$ cat config.mk
export PLATFORM = sky130hd
export DESIGN_NAME = i2s_sample_rx_flat
export DESIGN_NICKNAME = d
export VERILOG_FILES = /design/src/rtl/i2s_sample_rx_if.sv /design/src/rtl/i2s_sample_rx.sv /design/src/flat_wrapper.sv
export SDC_FILE = /design/constraint.sdc
export NUM_CORES = 1
export LEC_CHECK = 0
export ABC_AREA = 1
export ABC_CLOCK_PERIOD_IN_PS = 1450
export BUFFER_PORTS_ARGS = -buffer_cell sky130_fd_sc_hd__buf_4
export CAP_MARGIN = 15
export CORE_MARGIN = 2
export CORE_UTILIZATION = 53
export CTS_BUF_LIST = sky130_fd_sc_hd__clkbuf_8
export CTS_CLUSTER_DIAMETER = 120
export CTS_CLUSTER_SIZE = 10
export DETAILED_ROUTE_END_ITERATION = 6
export PLACE_DENSITY_LB_ADDON = 0.15
export SLEW_MARGIN = 20
export SYNTH_ARGS = -nofsm -noshare
export SYNTH_HDL_FRONTEND = slang
export SYNTH_SLANG_ARGS = --single-unit
$ cat constraint.sdc
create_clock -name i2s_clk -period 1.45 [get_ports i2s_clk]
set_clock_uncertainty 0.2 [all_clocks]
set_input_delay 0.29 -clock i2s_clk [delete_from_list [all_inputs] [get_ports i2s_clk]]
set_output_delay 0.29 -clock i2s_clk [all_outputs]
set_load 0.02 [all_outputs]
$ cat src/rtl/i2s_sample_rx_if.sv
`default_nettype none
// ============================================================================
// Module      : i2s_sample_rx_if
// Description : Serial I2S input pins and parallel sample/status outputs of
//               the I2S receiver. The master drives the wire, and the slave
//               is the receiver.
// Revision    : 1.0 - initial release
// ============================================================================
interface i2s_sample_rx_if #(
  parameter int WIDTH = 14
) ();
  logic             i2s_dat;
  logic             i2s_lrck;
  logic [WIDTH-1:0] left;
  logic [WIDTH-1:0] right;
  logic             pair_stb;
  logic             locked;
  logic             frame_err;

  modport master (
    output i2s_dat, i2s_lrck,
    input  left, right, pair_stb, locked, frame_err
  );

  modport slave (
    input  i2s_dat, i2s_lrck,
    output left, right, pair_stb, locked, frame_err
  );
endinterface
`default_nettype wire

$ cat src/rtl/i2s_sample_rx.sv
`default_nettype none
// ============================================================================
// Module      : i2s_sample_rx
// Description : I2S receiver. It deserialises an MSB-first stream into left and
//               right samples, checks the half-frame length and reports lock.
// Revision    : 1.0 - initial release
// ============================================================================
module i2s_sample_rx #(
  parameter int WIDTH    = 14,
  parameter int DELAY    = 2,
  parameter int HALF_LEN = 128
) (
  input  wire logic       i2s_clk,
  input  wire logic       rst,
  i2s_sample_rx_if.slave  bus
);

  localparam int c_POS_W = $clog2(2 * HALF_LEN);
  localparam logic [c_POS_W-1:0] c_POS_MAX   = c_POS_W'(2 * HALF_LEN - 1);
  localparam logic [c_POS_W-1:0] c_SKIP_END  = c_POS_W'(DELAY - 1);
  localparam logic [c_POS_W-1:0] c_SHIFT_END = c_POS_W'(DELAY + WIDTH - 1);
  localparam logic [c_POS_W-1:0] c_HALF_END  = c_POS_W'(HALF_LEN - 1);

  localparam logic [2:0] c_HUNT  = 3'd0;
  localparam logic [2:0] c_SKIP  = 3'd1;
  localparam logic [2:0] c_SHIFT = 3'd2;
  localparam logic [2:0] c_DONE  = 3'd3;
  localparam logic [2:0] c_WAIT  = 3'd4;

  logic               r_dat_q;
  logic               r_lrck_q;
  logic               r_lrck_p;
  logic [c_POS_W-1:0] r_pos;
  logic [2:0]         r_state;
  logic [WIDTH-1:0]   r_shreg;
  logic [WIDTH-1:0]   r_left;
  logic [WIDTH-1:0]   r_right;
  logic [1:0]         r_good_cnt;
  logic               r_locked;
  logic               r_pair_stb;
  logic               r_frame_err;
  logic               r_left_ok;   // left committed in the half just before this one

  logic w_edge;
  logic w_good_half;

  assign w_edge      = (r_lrck_q != r_lrck_p);
  assign w_good_half = (r_pos == c_HALF_END);

  // Register the pins once, and keep the previous word select for edge detection
  always_ff @(posedge i2s_clk) begin
    if (rst) begin
      r_dat_q  <= 1'b0;
      r_lrck_q <= 1'b0;
      r_lrck_p <= 1'b0;
    end else begin
      r_dat_q  <= bus.i2s_dat;
      r_lrck_q <= bus.i2s_lrck;
      r_lrck_p <= r_lrck_q;
    end
  end

  // Bit position within the half-frame, restarted by every word-select edge
  always_ff @(posedge i2s_clk) begin
    if (rst) begin
      r_pos <= '0;
    end else if (w_edge) begin
      r_pos <= '0;
    end else if (r_pos != c_POS_MAX) begin
      r_pos <= r_pos + c_POS_W'(1);
    end
  end

  // Capture FSM, commit of samples, and frame-length / lock tracking
  always_ff @(posedge i2s_clk) begin
    if (rst) begin
      r_state     <= c_HUNT;
      r_shreg     <= '0;
      r_left      <= '0;
      r_right     <= '0;
      r_good_cnt  <= 2'd0;
      r_locked    <= 1'b0;
      r_pair_stb  <= 1'b0;
      r_frame_err <= 1'b0;
      r_left_ok   <= 1'b0;
    end else begin
      r_pair_stb  <= 1'b0;
      r_frame_err <= 1'b0;

      case (r_state)
        c_HUNT: begin
          if (w_edge) begin
            r_state <= c_SKIP;
          end
        end
        c_SKIP: begin
          if (r_pos == c_SKIP_END) begin
            r_state <= c_SHIFT;
          end
        end
        c_SHIFT: begin
          r_shreg <= {r_shreg[WIDTH-2:0], r_dat_q};
          if (r_pos == c_SHIFT_END) begin
            r_state <= c_DONE;
          end
        end
        c_DONE: begin
          // r_lrck_p equals r_lrck_q here unless an edge lands on this very
          // cycle; then it still names the half the word came from.
          if (r_lrck_p) begin
            r_right    <= r_shreg;
            r_pair_stb <= r_locked & r_left_ok;
            r_left_ok  <= 1'b0;
          end else begin
            r_left    <= r_shreg;
            r_left_ok <= 1'b1;
          end
          r_state <= c_WAIT;
        end
        default: begin
          r_state <= c_WAIT;
        end
      endcase

      // Any edge outside HUNT judges the half that just ended and restarts
      // the capture. If a word was still in SKIP/SHIFT, it is dropped.
      if (w_edge && (r_state != c_HUNT)) begin
        r_state <= c_SKIP;
        if (w_good_half) begin
          if (r_good_cnt != 2'd2) begin
            r_good_cnt <= r_good_cnt + 2'd1;
          end
          if (r_good_cnt != 2'd0) begin
            r_locked <= 1'b1;
          end
        end else begin
          r_frame_err <= r_locked;
          r_locked    <= 1'b0;
          r_good_cnt  <= 2'd0;
          r_left_ok   <= 1'b0;
        end
        // A fresh left half means any stored left no longer pairs with a right
        if (!r_lrck_q) begin
          r_left_ok <= 1'b0;
        end
      end
    end
  end

  assign bus.left      = r_left;
  assign bus.right     = r_right;
  assign bus.pair_stb  = r_pair_stb;
  assign bus.locked    = r_locked;
  assign bus.frame_err = r_frame_err;

endmodule
`default_nettype wire

$ cat src/flat_wrapper.sv
// flat-port wrapper written by rule: the top's interface ports become plain ports
module i2s_sample_rx_flat 
#(
  parameter int WIDTH    = 14,
  parameter int DELAY    = 2,
  parameter int HALF_LEN = 128
)
  (i2s_clk, rst, bus_i2s_dat, bus_i2s_lrck, bus_left, bus_right, bus_pair_stb, bus_locked, bus_frame_err);
  i2s_sample_rx_if #(.WIDTH(WIDTH)) bus_i ();
  input  wire logic i2s_clk;
  input  wire logic rst;
  input wire logic [$bits(bus_i.i2s_dat)-1:0] bus_i2s_dat;
  input wire logic [$bits(bus_i.i2s_lrck)-1:0] bus_i2s_lrck;
  output wire logic [$bits(bus_i.left)-1:0] bus_left;
  output wire logic [$bits(bus_i.right)-1:0] bus_right;
  output wire logic [$bits(bus_i.pair_stb)-1:0] bus_pair_stb;
  output wire logic [$bits(bus_i.locked)-1:0] bus_locked;
  output wire logic [$bits(bus_i.frame_err)-1:0] bus_frame_err;
  assign bus_i.i2s_dat = bus_i2s_dat;
  assign bus_i.i2s_lrck = bus_i2s_lrck;
  assign bus_left = bus_i.left;
  assign bus_right = bus_i.right;
  assign bus_pair_stb = bus_i.pair_stb;
  assign bus_locked = bus_i.locked;
  assign bus_frame_err = bus_i.frame_err;
  i2s_sample_rx #(.WIDTH(WIDTH), .DELAY(DELAY), .HALF_LEN(HALF_LEN)) u_core (.i2s_clk(i2s_clk), .rst(rst), .bus(bus_i));
endmodule
# After elaboration in Yosys (flattened, before gate mapping)

Cells that the tools add are included.

$add $sub $neg: 2
Equality and inequality tests: 17
Multiplexer cells: 14
Bitwise logic cells: 4
Reductions and logical operators: 14

Operator list:

| kind                                                             | number |
|---|---|
| 3-bit 2-to-1 mux                                                 | 3 |
| 3-bit by 1-bit != test with 1-bit output (second input constant) | 3 |
| 3-bit one-hot mux with 3 select lines                            | 1 |
| 8-bit by 1-bit adder with 8-bit output (second input constant)   | 1 |
| 8-bit by 1-bit == test with 1-bit output (second input constant) | 1 |
| 8-bit by 4-bit == test with 1-bit output (second input constant) | 1 |
| 8-bit by 7-bit == test with 1-bit output (second input constant) | 1 |
| 1-bit 2-to-1 mux                                                 | 8 |
| 8-bit != test (second input constant)                            | 1 |
| 2-bit AND reduction                                              | 4 |
| 3-bit by 2-bit == test with 1-bit output (second input constant) | 2 |
| 2-bit by 1-bit != test with 1-bit output (second input constant) | 3 |
| 2-bit != test (second input constant)                            | 3 |
| 3-bit AND reduction                                              | 2 |
| 3-bit OR reduction                                               | 2 |
| 2-bit 2-to-1 mux                                                 | 2 |
| 2-bit OR reduction                                               | 2 |
| 3-bit by 1-bit == test with 1-bit output (second input constant) | 1 |
| 3-bit logical NOT                                                | 1 |
| 1-bit NOT                                                        | 3 |
| 3-bit nonzero test                                               | 1 |
| 2-bit by 1-bit adder with 2-bit output (second input constant)   | 1 |
| 2-bit nonzero test                                               | 1 |
| 1-bit bitwise AND                                                | 1 |
| other kinds (2)                                                  | 2 |

Bits in registers: 62
Input port bits: 4
Output and inout bits: 31
Word-level logic and storage cells: 65

# Logic depth before layout (Yosys ltp)

Word-level depth: 5
Gate-level depth with buffers: 9
Gate-level depth less buffers: 9

# Worst setup path after synthesis

Ideal clock, no wire load.

Path type: flip-flop to flip-flop
Start point: register u_core.r_pos[0]
End point: register u_core.r_state[0]
Library setup time: 0.113 ns
Arrival time: 1.152 ns
Required time: 1.137 ns
Setup slack: -0.015 ns
Stages on the path, launching flop included: 7
Path buffers: 0
Clock period less this slack: 1.465 ns
Cells stage by stage: dfxtp_1 ha_1 nand3_2 o21ai_2 nand4_1 nand2_1 nand2_1

Longest elaborated chain between the ends: 3
Elaborated cells between the ends (all ways): 5
Those cells by class: eq/ne (4); reduce/logical (1)

RTL lines:

| element                                                                                                     | RTL line                                  | text |
|---|---|---|
| start, declared                                                                                             | i2s_sample_rx.sv:33                       | `logic [c_POS_W-1:0] r_pos;` |
| start signal, assigned                                                                                      | i2s_sample_rx.sv:70                       | `r_pos <= r_pos + c_POS_W'(1);` |
| 8-bit by 4-bit == test with 1-bit output / 8-bit by 1-bit == test with 1-bit output (equally long branches) | i2s_sample_rx.sv:103, i2s_sample_rx.sv:97 |  |
| 3-bit by 1-bit != test with 1-bit output (no line)                                                          | -                                         |  |
| 3-bit AND reduction (no line) *                                                                             | -                                         |  |
| end signal, assigned                                                                                        | i2s_sample_rx.sv:98                       | `r_state <= c_SHIFT;` |
| end signal, assigned                                                                                        | i2s_sample_rx.sv:104                      | `r_state <= c_DONE;` |
| end signal, assigned                                                                                        | i2s_sample_rx.sv:118                      | `r_state <= c_WAIT;` |
| end, declared                                                                                               | i2s_sample_rx.sv:34                       | `logic [2:0] r_state;` |

Every way passes the cells marked *; elsewhere a longest branch is shown, timed or not.
A chain may end at the register's enable or synchronous reset.

# Worst setup path after layout

Start point: register u_core.r_pos[1]
End point: register u_core.r_pos[1]

Longest elaborated chain between the ends: 1
Elaborated cells between the ends (all ways): 2
Those cells by class: add/sub (1); eq/ne (1)

RTL lines:

| element                                                                        | RTL line |
|---|---|
| 8-bit by 1-bit adder with 8-bit output / 8-bit != test (equally long branches) | i2s_sample_rx.sv:70, i2s_sample_rx.sv:69 |

Several ways; a longest one is shown, not always the timed one.

==> metrics.txt <==
min-delay src=rst; Critical Path, Cell by Cell=ha_4 -> nand3b_4 -> nor2_4 -> nand2_2 -> clkinv_1 -> nor2_1 -> nor2_1; number of synthesis warnings=0; FP Rows=24; CP Capture Type=flip-flop; Cell Area, Placed=2794 um2; most common cell after layout, fill and taps aside=nor2_1; Total Power=~4.5 mW; VDD IR max=0.7743 mV; Synth top area share=50.48%; Initial Util=between 50% and 60%; WHS=-0.0004058 ns; clk_lat worst skew=0.33 ns; Worst Path Buf+Inv=1; post-synth top area cell=dfxtp_1; Worst Tran Pin Value=0.2515 ns; Setup-failing EPs final=0; clock sink count=62; Die ar.=between 5000 and 6000 um2; CP delay by family, top=simple AND/OR/NAND/NOR gates; Nets=between 300 and 400; layout cell share with drive strength beyond 1=26.02%; Via density=5.017; CTS root buffer=clkbuf_8; CTS Buf Count=9; Worst Path Arrival=1.40 ns; post-synthesis async set-or-reset flop share=0%; Syn Inst Count=317; Clock Pin Slew Worst Setup and Hold Paths=~0.070 ns; H-tree Lvls=3; Mapped Nets=325; Final Hold Fails=1; kind of critical path=flip-flop to flip-flop; RR Startpoint=u_core.r_pos[1]; Worst setup startpoint=u_core.r_pos[1]; DRT antenna net count=0; DP Wirelength=3385 um; placer congestion estimate=0.8569; CP required=1.48 ns; Main synth FF type=dfxtp_1; DR iter-0 viols=128; Slowest-stage cell, CP=dfxtp_2; fmax=roughly 730 MHz; startpoint type of the worst setup path=flip-flop; fin crit share=around 95%; wirelength, routed=5085 um; P_leak=1.395 nW; RSZ-0062 raised after global routing=yes; ant diodes=0; sequential area share after synthesis=between 50% and 60%; drt pass-1 iters=4; PortBufs=34; core footprint=4414 um2; die outline width=72.11 um; flip-flop and latch count after synthesis=62; GRT Residual Overflow=0; first-pass GRT wire length=8528 um; drc violations=0; largest net degree at the start of global routing=43; maximum fanout along the worst path=7; Die H=a little over 70 um; DR vias=2112; Syn Std Cell Area=2459 um2; Most common cell on crit path=nor2_1; Synth Area per Inst=7.756 um2; synth top area cells=dfxtp_1 (50%), nor2_1 (11%), o21ai_0 (8.5%); fin area=3078 um2; CTS max path bufs=2; total I/O pin count=35; CP peak stage delay=0.34 ns; per-cell routed wire length=12.08 um; commonest cells after routing, fill and taps aside=nor2_1 (73), dfxtp_1 (51), buf_4 (43); Final min period=between 1 and 1.5 ns; initial antenna violation count=0; CTS tree=done; Final TNS setup=0 ns; number of synthesized flops with an enable pin=0; Max-Cap Viols=0; Hold Path Class=primary input to flip-flop; Slew Viols, Final=0; unique cell type count in the Yosys netlist=29; Overall Global Routing Usage=a little over a fifth; status=finished, violations left; relative slew slack=between 80% and 90%; failing checks=negative hold slack; P per Cell Area=1463 nW/um2; Synth-to-Final Area Change=25.19%; vias in the first global route=1980; Reg2Reg Setup Slack=0.07 ns
path summary, 6_finish.rpt:
path	cells after the start	to
hold reg to reg	2	u_core.r_lrck_p
setup reg to reg	7	u_core.r_pos[1]
setup / recovery	7	u_core.r_pos[1]
hold / removal	2	u_core.r_lrck_p
kinds of logic after synthesis:
family          synth area share [%]
simple gates                   22.14
compound gates                 15.47
flops                          50.48
buf+inv                        9.160
fa+ha+maj                      2.036
xor+xnor                      0.7126
power by group:
part | internal [mW] | switching (mW) | leakage [nW]
clock network | 0.659 | 0.663 | 0.0934
logic | 0.376 | 0.626 | 0.793
registers | 1.96 | 0.222 | 0.508
total | 2.99 | 1.51 | 1.39
layout make-up:
class                           instances  area [um2]
Clock inverter                          6       38.79
Sequential cell                        62        1257
Timing Repair Buffer                   48       384.1
Clock buffer                           10       137.6
Multi-Input combinational cell        201        1037
Fill cell                             402        1336
Inverter                               42       157.7
Tap cell                               52       65.06
stage by stage:
step                utilization [%]  instances  hold WS (ns)  setup slack [ns]
floorplan                         -        317        0.1970           0.01781
global placement              63.29        400        0.2313           0.03347
detailed placement            63.29        400        0.2348          -0.03597
CTS                           67.74        418     0.0007684          -0.02304
global route                  69.73        421       0.01003          -0.02272
finish                        69.73        421    -0.0004058           0.07352
synthesized netlist by cell type (2+ instances only):
library cell / n
ha_1: 4
inv_2: 7
nor2_1: 73
a21oi_1: 21
buf_2: 9
nand3_2: 2
nor2_2: 3
nand2_1: 25
dfxtp_1: 62
nor2_4: 3
xnor2_1: 2
or2_1: 2
inv_1: 34
nand4_1: 4
nor3_1: 4
o21ai_0: 42
nand3_1: 4
o21ai_1: 4
a31oi_1: 2
state kept, by name, summed over array words and instances, names as in the netlist:
name and cells:
u_core.r_pos 8, u_core.r_left_ok 1, u_core.r_dat_q 1, u_core.bus.pair_stb 1, u_core.r_shreg 14, u_core.bus.right 14, u_core.r_lrck_p 1, u_core.bus.frame_err 1
u_core.bus.left 14, u_core.r_good_cnt 2, u_core.bus.locked 1, u_core.r_state 3, u_core.r_lrck_q 1
layer usage:
layer	global-route usage, %	vias up	wire length (um)
met5	0	-	0
li1	-	1104	-
met3	6.250	9	264
met1	27.54	941	2469
met2	32.01	58	2282
met4	9.434	0	68
worst reg2reg max path, delay by kind of cell (launching register included):
kind,cells,cell delay (ns)
fa+ha+maj,1,0.18
buf+inv,1,0.12
flops,1,0.34
simple gates,5,0.44
what timing repair did:
| action | in CTS | in global routing |
|---|---|---|
| pin swaps | 2 | 6 |
| setup buffers | 0 | 2 |
| gates resized for setup | 0 | 23 |
| gates cloned | 0 | 0 |
| hold buffers | 2 | 1 |
| endpoints found under the setup margin | 3 | 30 |
| endpoints found under the hold margin | 2 | 1 |
Power figures use the tool's default switching activity.
